`src/rtl/seq_pkg.sv`:
```
// Shared definitions for the sequence tracker: code words, FSM states and
// helpers that step through the six-code counting sequence.
package seq_pkg;

    localparam int NUM_CODES = 6;

    localparam logic [2:0] CODE_0 = 3'b000;
    localparam logic [2:0] CODE_1 = 3'b010;
    localparam logic [2:0] CODE_2 = 3'b100;
    localparam logic [2:0] CODE_3 = 3'b001;
    localparam logic [2:0] CODE_4 = 3'b111;
    localparam logic [2:0] CODE_5 = 3'b101;

    localparam logic [2:0] ILLEGAL_A = 3'b011;
    localparam logic [2:0] ILLEGAL_B = 3'b110;

    localparam logic [2:0] IDX_LAST    = 3'd5;
    localparam logic [2:0] IDX_UNKNOWN = 3'd7;

    typedef enum logic [1:0] {
        HUNT   = 2'd0,
        ACQ    = 2'd1,
        LOCKED = 2'd2
    } state_t;

    // Index -> code word; out-of-range indices map to an illegal code so
    // they can never match a legal observation.
    function automatic logic [2:0] code_of(input logic [2:0] i);
        case (i)
            3'd0:    return CODE_0;
            3'd1:    return CODE_1;
            3'd2:    return CODE_2;
            3'd3:    return CODE_3;
            3'd4:    return CODE_4;
            3'd5:    return CODE_5;
            default: return ILLEGAL_A;
        endcase
    endfunction

    function automatic logic [2:0] next_code(input logic [2:0] code);
        case (code)
            CODE_0:  return CODE_1;
            CODE_1:  return CODE_2;
            CODE_2:  return CODE_3;
            CODE_3:  return CODE_4;
            CODE_4:  return CODE_5;
            CODE_5:  return CODE_0;
            default: return ILLEGAL_B;
        endcase
    endfunction

    function automatic logic [2:0] next_idx(input logic [2:0] i);
        return (i >= IDX_LAST) ? 3'd0 : i + 3'd1;
    endfunction

endpackage

```
`src/rtl/seq_decode.sv`:
```
// Combinational decoder: observed code word -> sequence index and legal flag.
// Illegal words (011, 110) return index 7.
module seq_decode
    import seq_pkg::*;
(
    input  logic [2:0] d,
    output logic [2:0] idx,
    output logic       legal
);

    logic [NUM_CODES-1:0] hit;

    genvar gi;
    generate
        for (gi = 0; gi < NUM_CODES; gi++) begin : g_hit
            assign hit[gi] = (d == code_of(3'(gi)));
        end
    endgenerate

    always_comb begin
        idx   = IDX_UNKNOWN;
        legal = 1'b0;
        for (int i = 0; i < NUM_CODES; i++) begin
            if (hit[i]) begin
                idx   = 3'(i);
                legal = 1'b1;
            end
        end
    end

endmodule

```
`src/rtl/seq_tracker.sv`:
```
// Tracks a 6-state counter sequence: hunts, acquires and flywheels through
// mismatches. Optional saturating error counter under SEQ_TRACKER_ERRCNT_EN.
module seq_tracker
    import seq_pkg::*;
#(
    parameter int LOCK_CNT = 3,
    parameter int MISS_MAX = 2
) (
    input  logic       clk,
    input  logic       clr,
    input  logic [2:0] d,
    input  logic       valid,
    output logic [2:0] idx,
    output logic       lock,
    output logic       err,
    output logic       wrap,
    output logic [7:0] errcnt
);

    localparam logic [2:0] LOCK_V = 3'(LOCK_CNT);
    localparam logic [2:0] MISS_V = 3'(MISS_MAX);

    logic [2:0] d_idx;
    logic       d_legal;

    seq_decode u_decode (
        .d     (d),
        .idx   (d_idx),
        .legal (d_legal)
    );

    state_t     state_reg;
    logic [2:0] idx_reg;
    logic [2:0] match_reg;
    logic [2:0] miss_reg;
    logic       lock_reg;
    logic       err_reg;
    logic       wrap_reg;

    logic [2:0] succ_idx;
    logic       hit_succ;

    // idx_reg doubles as the reference position while in ACQ/LOCKED
    assign succ_idx = next_idx(idx_reg);
    assign hit_succ = (d == next_code(code_of(idx_reg)));

    always_ff @(posedge clk) begin
        if (!clr) begin
            state_reg <= HUNT;
            idx_reg   <= IDX_UNKNOWN;
            match_reg <= 3'd0;
            miss_reg  <= 3'd0;
            lock_reg  <= 1'b0;
            err_reg   <= 1'b0;
            wrap_reg  <= 1'b0;
        end else begin
            err_reg  <= 1'b0;
            wrap_reg <= 1'b0;
            if (valid) begin
                case (state_reg)
                    HUNT: begin
                        if (d_legal) begin
                            state_reg <= ACQ;
                            idx_reg   <= d_idx;
                            match_reg <= 3'd0;
                        end
                    end
                    ACQ: begin
                        if (!d_legal) begin
                            state_reg <= HUNT;
                            idx_reg   <= IDX_UNKNOWN;
                            match_reg <= 3'd0;
                        end else if (hit_succ) begin
                            idx_reg <= succ_idx;
                            if (match_reg + 3'd1 == LOCK_V) begin
                                state_reg <= LOCKED;
                                lock_reg  <= 1'b1;
                                match_reg <= 3'd0;
                                miss_reg  <= 3'd0;
                            end else begin
                                match_reg <= match_reg + 3'd1;
                            end
                        end else begin
                            idx_reg   <= d_idx;
                            match_reg <= 3'd0;
                        end
                    end
                    LOCKED: begin
                        if (hit_succ) begin
                            idx_reg  <= succ_idx;
                            miss_reg <= 3'd0;
                            wrap_reg <= (idx_reg == IDX_LAST);
                        end else begin
                            // Flywheel: keep advancing as if the expected code arrived
                            err_reg <= 1'b1;
                            if (miss_reg + 3'd1 == MISS_V) begin
                                state_reg <= HUNT;
                                lock_reg  <= 1'b0;
                                idx_reg   <= IDX_UNKNOWN;
                                miss_reg  <= 3'd0;
                            end else begin
                                idx_reg  <= succ_idx;
                                miss_reg <= miss_reg + 3'd1;
                            end
                        end
                    end
                    default: begin
                        state_reg <= HUNT;
                        lock_reg  <= 1'b0;
                        idx_reg   <= IDX_UNKNOWN;
                        match_reg <= 3'd0;
                        miss_reg  <= 3'd0;
                    end
                endcase
            end
        end
    end

    assign idx  = idx_reg;
    assign lock = lock_reg;
    assign err  = err_reg;
    assign wrap = wrap_reg;

`ifdef SEQ_TRACKER_ERRCNT_EN
    logic       mismatch;
    logic [7:0] errcnt_reg;

    assign mismatch = valid && (state_reg == LOCKED) && !hit_succ;

    always_ff @(posedge clk) begin
        if (!clr) begin
            errcnt_reg <= 8'd0;
        end else if (mismatch && (errcnt_reg != 8'hFF)) begin
            errcnt_reg <= errcnt_reg + 8'd1;
        end
    end

    assign errcnt = errcnt_reg;
`else
    assign errcnt = 8'd0;
`endif

endmodule

```
`config.mk`:
```
export PLATFORM = sky130hd
export DESIGN_NAME = seq_tracker
export DESIGN_NICKNAME = d
export VERILOG_FILES = /design/src/rtl/seq_pkg.sv /design/src/rtl/seq_decode.sv /design/src/rtl/seq_tracker.sv
export SDC_FILE = /design/constraint.sdc
export NUM_CORES = 1
export LEC_CHECK = 0
export BUFFER_PORTS_ARGS = -buffer_cell sky130_fd_sc_hd__buf_2
export CORE_UTILIZATION = 45
export CTS_CLUSTER_SIZE = 14
export DETAILED_ROUTE_END_ITERATION = 8
export HOLD_SLACK_MARGIN = 0.03
export PLACE_DENSITY = 0.77
export SETUP_SLACK_MARGIN = 0.1
export SYNTH_ARGS = -nofsm -noshare
export SYNTH_HDL_FRONTEND = slang
export SYNTH_SLANG_ARGS = --single-unit
```
`constraint.sdc`:
```
create_clock -name clk -period 2.9 [get_ports clk]
set_input_delay 0.87 -clock clk [delete_from_list [all_inputs] [get_ports clk]]
set_output_delay 0.87 -clock clk [all_outputs]
set_load 0.005 [all_outputs]
```
Yosys cells after proc, flatten, opt, wreduce, memory -nomap -nowiden:

Cells that the tools add are included.
W data, S select, Z words.

* multiplexer cells: 46
* $add $sub $neg: 3
* reduce and logical (&&, ||, !) cells: 11
* eq/ne operators: 28
* bitwise gates (word level): 2
* magnitude comparators: 1

Operators with widths (number)
* $mux W3: 21
* $pmux W3 S6: 2
* $pmux W3 S3: 3
* $eq A3 B3 Y1 const B: 8
* $eq A3 B2 Y1 const B: 6
* $mux W1: 12
* $mux W2: 6
* $ne A2 B2 Y1 const B: 6
* $add A3 B1 Y3 const B: 3
* $eq A3 B1 Y1 const B: 3
* $logic_not A3 Y1: 3
* $reduce_and A7 Y1: 1
* $ne A3 B3 Y1 const B: 2
* $pmux W2 S3: 1
* $reduce_and A3 Y1: 2
* $reduce_and A6 Y1: 1
* $reduce_and A5 Y1: 1
* $reduce_and A4 Y1: 1
* $eq A3 B3 Y1: 1
* $ge A3 B3 Y1 const B: 1
* $pmux W1 S3: 1
* $eq A2 B1 Y1 const B: 1
* $eq A2 B2 Y1 const B: 1
* $logic_not A2 Y1: 1
* other kinds (2): 3

* register bits after elaboration: 14
* output and inout port bits: 14
* word-level logic and storage cells: 98
* input bits: 6

Depth between registers and ports, before layout:

* word-level depth: 10
* mapped depth: 11
* gate-level depth less buffers: 8

Cells and area by module:

From an unflattened synthesis, not the netlist that was laid out.

* cells, all modules: 149
* area total of the unflattened synthesis: 1206.2 µm²

By module, submodules not included
* seq_tracker: times used 1, cells each 144, area an instance 1171.1 µm², sequential area each 280.3 µm²
* seq_decode: times used 1, cells each 5, area an instance 35.0 µm², sequential area each 0.0 µm²

Worst setup path after synthesis:

OpenSTA, ideal clock, no wires.

* path kind: register -> register
* start point: reg idx_reg[2] (netlist: idx[2])
* end point: reg lock_reg (netlist: lock)
* arrival time: 2.621 ns
* slack: 0.210 ns
* cell stages (with the launch flop): 12
* clock period less this slack: 2.690 ns
* data required time: 2.831 ns
* buffers on the path: 3
* library setup time: 0.069 ns
* cell sequence: dfxtp_1 -> clkbuf_1 -> inv_1 -> ha_1 -> buf_6 -> nor4bb_1 -> or4_1 -> nand4_2 -> nand4_2 -> buf_6 -> or4_1 -> o21ai_1

* word-level cells in the longest chain between the ends: 7
* elaborated cells on any way between the ends: 18
* classes of those cells: eq/ne (13); mux (2); reduce/logical (3)

RTL lines
* from (decl): line seq_tracker.sv:33 `logic [2:0] idx_reg;`
* from (signal assigned): line seq_tracker.sv:64 `idx_reg <= d_idx;`
* from (signal assigned): line seq_tracker.sv:74 `idx_reg <= succ_idx;`
* from (signal assigned): line seq_tracker.sv:84 `idx_reg <= d_idx;`
* $eq A3 B3 Y1, or another cell as far along: line seq_pkg.sv:29 `case (i)`
* $pmux W3 S6 *: line seq_pkg.sv:29
* $eq A3 B3 Y1, or another cell as far along: line seq_pkg.sv:41 `case (code)`
* $pmux W3 S6 *: line seq_pkg.sv:41
* $eq A3 B3 Y1 *: line seq_tracker.sv:45 `assign hit_succ = (d == next_code(code_of(idx_reg)));`
* $ne A2 B2 Y1 (no source line)
* $reduce_and A7 Y1 (no source line) *
* to (signal assigned): line seq_tracker.sv:53 `lock_reg <= 1'b0;`
* to (signal assigned): line seq_tracker.sv:77 `lock_reg <= 1'b1;`
* to (signal assigned): line seq_tracker.sv:98 `lock_reg <= 1'b0;`
* to (decl): line seq_tracker.sv:36 `logic lock_reg;`

Mark *: on every way between the ends. The rest lies on a longest branch, timed or not.
A chain may end at the register's enable or synchronous reset.

Worst setup path after layout:

* start point: reg idx_reg[1] (netlist: idx[1])
* end point: reg match_reg[1]

* word-level cells in the longest chain between the ends: 8
* elaborated cells on any way between the ends: 18
* classes of those cells: eq/ne (11); mux (5); reduce/logical (2)

RTL lines
* $eq A3 B3 Y1, or another cell as far along: line seq_pkg.sv:29
* $pmux W3 S6 *: line seq_pkg.sv:29
* $eq A3 B3 Y1, or another cell as far along: line seq_pkg.sv:41
* $pmux W3 S6 *: line seq_pkg.sv:41
* $eq A3 B3 Y1 *: line seq_tracker.sv:45
* $mux W3 *: line seq_tracker.sv:73 `end else if (hit_succ) begin`
* $mux W3 *: line seq_tracker.sv:69 `if (!d_legal) begin`
* $pmux W3 S3 *: line seq_tracker.sv:60 `case (state_reg)`
* to (signal assigned): line seq_tracker.sv:81 `match_reg <= match_reg + 3'd1;`
* to (decl): line seq_tracker.sv:34 `logic [2:0] match_reg;`

Marks and branches as above.

==> key figures <==
Run status
  • Result of the run: finished clean

Worst setup path
  • Type of element capturing the critical path: flop
  • Worst R2R Setup Slack: 0.26 ns
  • Critical register-to-register path endpoint: match_reg[1]$_SDFFE_PN0P_
  • Reg2Reg Launch Point: idx[1]$_SDFFE_PN1P_
  • Worst r2r path cells: 8
  • Stage delay of the slowest cell on the critical path: 0.56 ns
  • Data required time at the worst endpoint: 3.12 ns
  • Crit path cell chain: inv_1 > ha_1 > nor4bb_2 > or4_1 > nand4_4 > nand4_4 > or4_1 > o22ai_1
  • Crit-path slowest cell: or4_1
  • Critical Setup Path Class: reg -> reg
  • Critical Path AT: 2.86 ns
  • Critical path startpoint category: flop
  • Critical Path Fanout Max: 12

Worst hold path
  • Worst Hold End: lock$_SDFFE_PN0P_
  • Class of the tightest hold or removal check: reg -> reg
  • Source of the worst hold timing path: lock$_SDFFE_PN0P_
  • Number of cells on the worst hold path: 2

Power
  • Worst vdd rail ir drop: 0.241 mV
  • Switching share of power: 0.376
  • Combinational cell fraction of total power: 0.409
  • Reported net switching power: 229 uW
  • Power density of the placed cells: 399 nW/um^2
  • Internal cell power: 380 uW
  • Standby leakage power: 0.648 nW
  • Share of total power in the clock network: 0.237
  • Flop pwr share: 0.354

Cells and area
  • Post-layout net count: 206
  • Relative area change from synthesis to final layout: 7.87%
  • Number of antenna diodes: 0
  • Finished layout cell area: 1530 um^2
  • Layout cells sized above 1: 0.153

Placement
  • Number of input and output port buffers inserted: 11
  • HPWL reported at the end of detailed placement: 2300 um
  • Placed Area: 1460 um^2
  • Placer Congestion: 0.915

Clock tree
  • Post-CTS sizing: 0
  • Number of post-CTS setup repair buffers: 0
  • Buffer levels on the longest clock path: 2
  • Clock tree from TritonCTS: done
  • Root Driver: clkbuf_4
  • Source-to-sink clock delay at the later pin of the worst-skew pair: 0.29 ns
  • Count of hold buffers inserted by post-cts repair: 0
  • Clock slew at reported path FFs: 0.09 ns
  • TritonCTS Buffers: 3
  • Clock Sinks: 14
  • Clock H-tree levels: 1

Timing
  • Largest clock skew in the final design: 0.00723 ns
  • Final Hold Viols: 0
  • Setup TNS after final layout: 0 ns
  • Number of endpoints failing setup at the final stage: 0
  • Final Cycle Share: 0.911
  • Crit path time final: 2.64 ns
  • Achievable clock frequency: 379 MHz
  • Fin. max-slew vios: 0
  • Setup repair after global routing missed its margin: false

Synth
  • Async set or reset register ratio after synthesis: 0
  • Synthesized area divided by synthesized cell count: 7.82 um^2
  • Post-synthesis mux area share: 0.0283
  • Register area share after synthesis: 0.198
  • Post-Syn Area: 1420 um^2
  • Number of enable flip-flop cells after synthesis: 0
  • Parity-gate share of the synthesized area counting xor and xnor cells: 0.0239
  • Complex-gate fraction of the synthesized area: 0.245
  • Share of synthesized cell area in and, or, nand and nor gates: 0.290
  • Combinational family with the most area after synthesis: simple AND/OR/NAND/NOR gates
  • Number of standard cells after synthesis: 181
  • Synth Warn #: 0
  • Synth Area in Adders: 0.0955
  • Synth unique cells: 56
  • FF+latch count, synth: 14
  • Most instantiated flip-flop cell in the synthesis netlist: dfxtp_1

Flow run
  • Count of maximum capacitance violations: 0

Global routing
  • First-pass GRT wire length: 5150 um
  • Largest net degree at the start of global routing: 14
  • Number of global-route vias before repair: 1160
  • Overflow left after global routing: 0
  • GR Util All Layers: 0.193
  • Antenna violations before repair: 0

Route
  • Post-route DRC violation count: 0
  • Count of vias placed by the detailed router: 1326
  • Number of routed nets with antenna violations: 0
  • Via/cell ratio: 5.74
  • Pre-antenna DRT Iters: 4
  • Post-Route WL: 3020 um
  • First DRT Iteration DRCs: 79
  • WL per Instance: 13.1 um

Floorplanning
  • Height of the die: 58.1 um
  • Placeable Area: 2880 um^2
  • Horizontal extent of the die: 58.1 um
  • Die outline area: 3370 um^2
  • IO Count: 20
  • Number of placement rows: 19
  • Initial cell density of the core: 0.492
-- layout make-up --
cell class / instances / area, um^2
inverter: 13 / 48.8
multi-input combinational: 143 / 1020
fill: 272 / 1350
sequential: 14 / 282
timing repair buffer: 15 / 85.1
clock buffer: 4 / 36.3
tap: 42 / 52.6
-- worst max-delay path, delay by kind of cell (launching register included) --
family | cells | cell delay (ns)
and+or+nand+nor | 5 | 1.64
buffers and inverters | 1 | 0.08
adders and majority gates | 1 | 0.32
AOI/OAI and AO/OA | 1 | 0.13
DFF | 1 | 0.40
-- through the flow --
step                utilization  worst slack, ns  hold WS (ns)  power, mW  std cells
finish                    0.531            0.259         0.484      0.609        231
global route              0.531            0.120         0.519      0.650        231
CTS                       0.521            0.153         0.489      0.598        231
detailed placement        0.508            0.188         0.468      0.453        227
global placement          0.508            0.231         0.463      0.451        227
floorplan                     -            0.210         0.455      0.413        188
-- per-layer routing --
metal,vias up,global-route usage,wire [um]
met5,-,0,0
met4,0,0.0510,22
met3,4,0.0357,139
met2,37,0.299,1340
met1,619,0.275,1520
li1,666,-,-
-- power by group through the flow --
stage	registers [mW]	clock network (mW)	logic, mW
2_1_floorplan	0.213	0	0.200
6_report	0.216	0.144	0.249
5_1_grt	0.218	0.157	0.276
3_5_place_dp	0.220	0	0.233
4_1_cts	0.216	0.148	0.234
3_3_place_gp	0.220	0	0.231
-- how the worst max path moves through the flow --
stage                              from                        end  depth (start not counted)
floorplan           idx[2]$_SDFFE_PN1P_          lock$_SDFFE_PN0P_                         11
global placement    idx[1]$_SDFFE_PN1P_  match_reg[0]$_SDFFE_PN0P_                          8
detailed placement  idx[1]$_SDFFE_PN1P_  match_reg[0]$_SDFFE_PN0P_                          8
CTS                 idx[1]$_SDFFE_PN1P_  match_reg[0]$_SDFFE_PN0P_                          8
global route        idx[1]$_SDFFE_PN1P_  match_reg[0]$_SDFFE_PN0P_                          8
finish              idx[1]$_SDFFE_PN1P_  match_reg[1]$_SDFFE_PN0P_                          8
-- cells in the mapped netlist, types with 4 or more instances --
cell type | instances | area (um^2)
a21oi_1 | 7 | 35.0
buf_4 | 8 | 60.1
ha_1 | 10 | 125
mux2i_1 | 4 | 40.0
nand2b_1 | 5 | 31.3
nor4_1 | 4 | 25.0
inv_1 | 13 | 48.8
nor2_1 | 11 | 41.3
and2_1 | 4 | 25.0
or4_1 | 4 | 30.0
nand3_1 | 7 | 35.0
o21ai_0 | 6 | 30.0
dfxtp_1 | 14 | 280
nand2_1 | 17 | 63.8
clkbuf_1 | 5 | 18.8
-- cell usage in the layout (no fill, tap or decap), types with 4 or more instances in the layout --
| master | n |
|---|---|
| a21oi_1 | 7 |
| and2_1 | 4 |
| buf_2 | 11 |
| buf_4 | 4 |
| conb_1 | 8 |
| dfxtp_1 | 13 |
| ha_1 | 9 |
| inv_1 | 13 |
| mux2i_1 | 4 |
| nand2_1 | 17 |
| nand2b_1 | 5 |
| nand3_1 | 7 |
| nor2_1 | 11 |
| nor4_1 | 4 |
| o21ai_0 | 6 |
| or4_1 | 4 |
-- cell families (layout without fill, tap and decap cells) --
kind of cell,after synthesis,count (layout)
AND/OR/NAND/NOR,72,72
AO/OA/AOI/OAI,45,45
buffers and inverters,31,32
flip-flops,14,14
adder cells (fa/ha/maj),11,11
multiplexers,4,4
XOR/XNOR,3,3
other,1,8
Power figures use the tool's default switching activity.
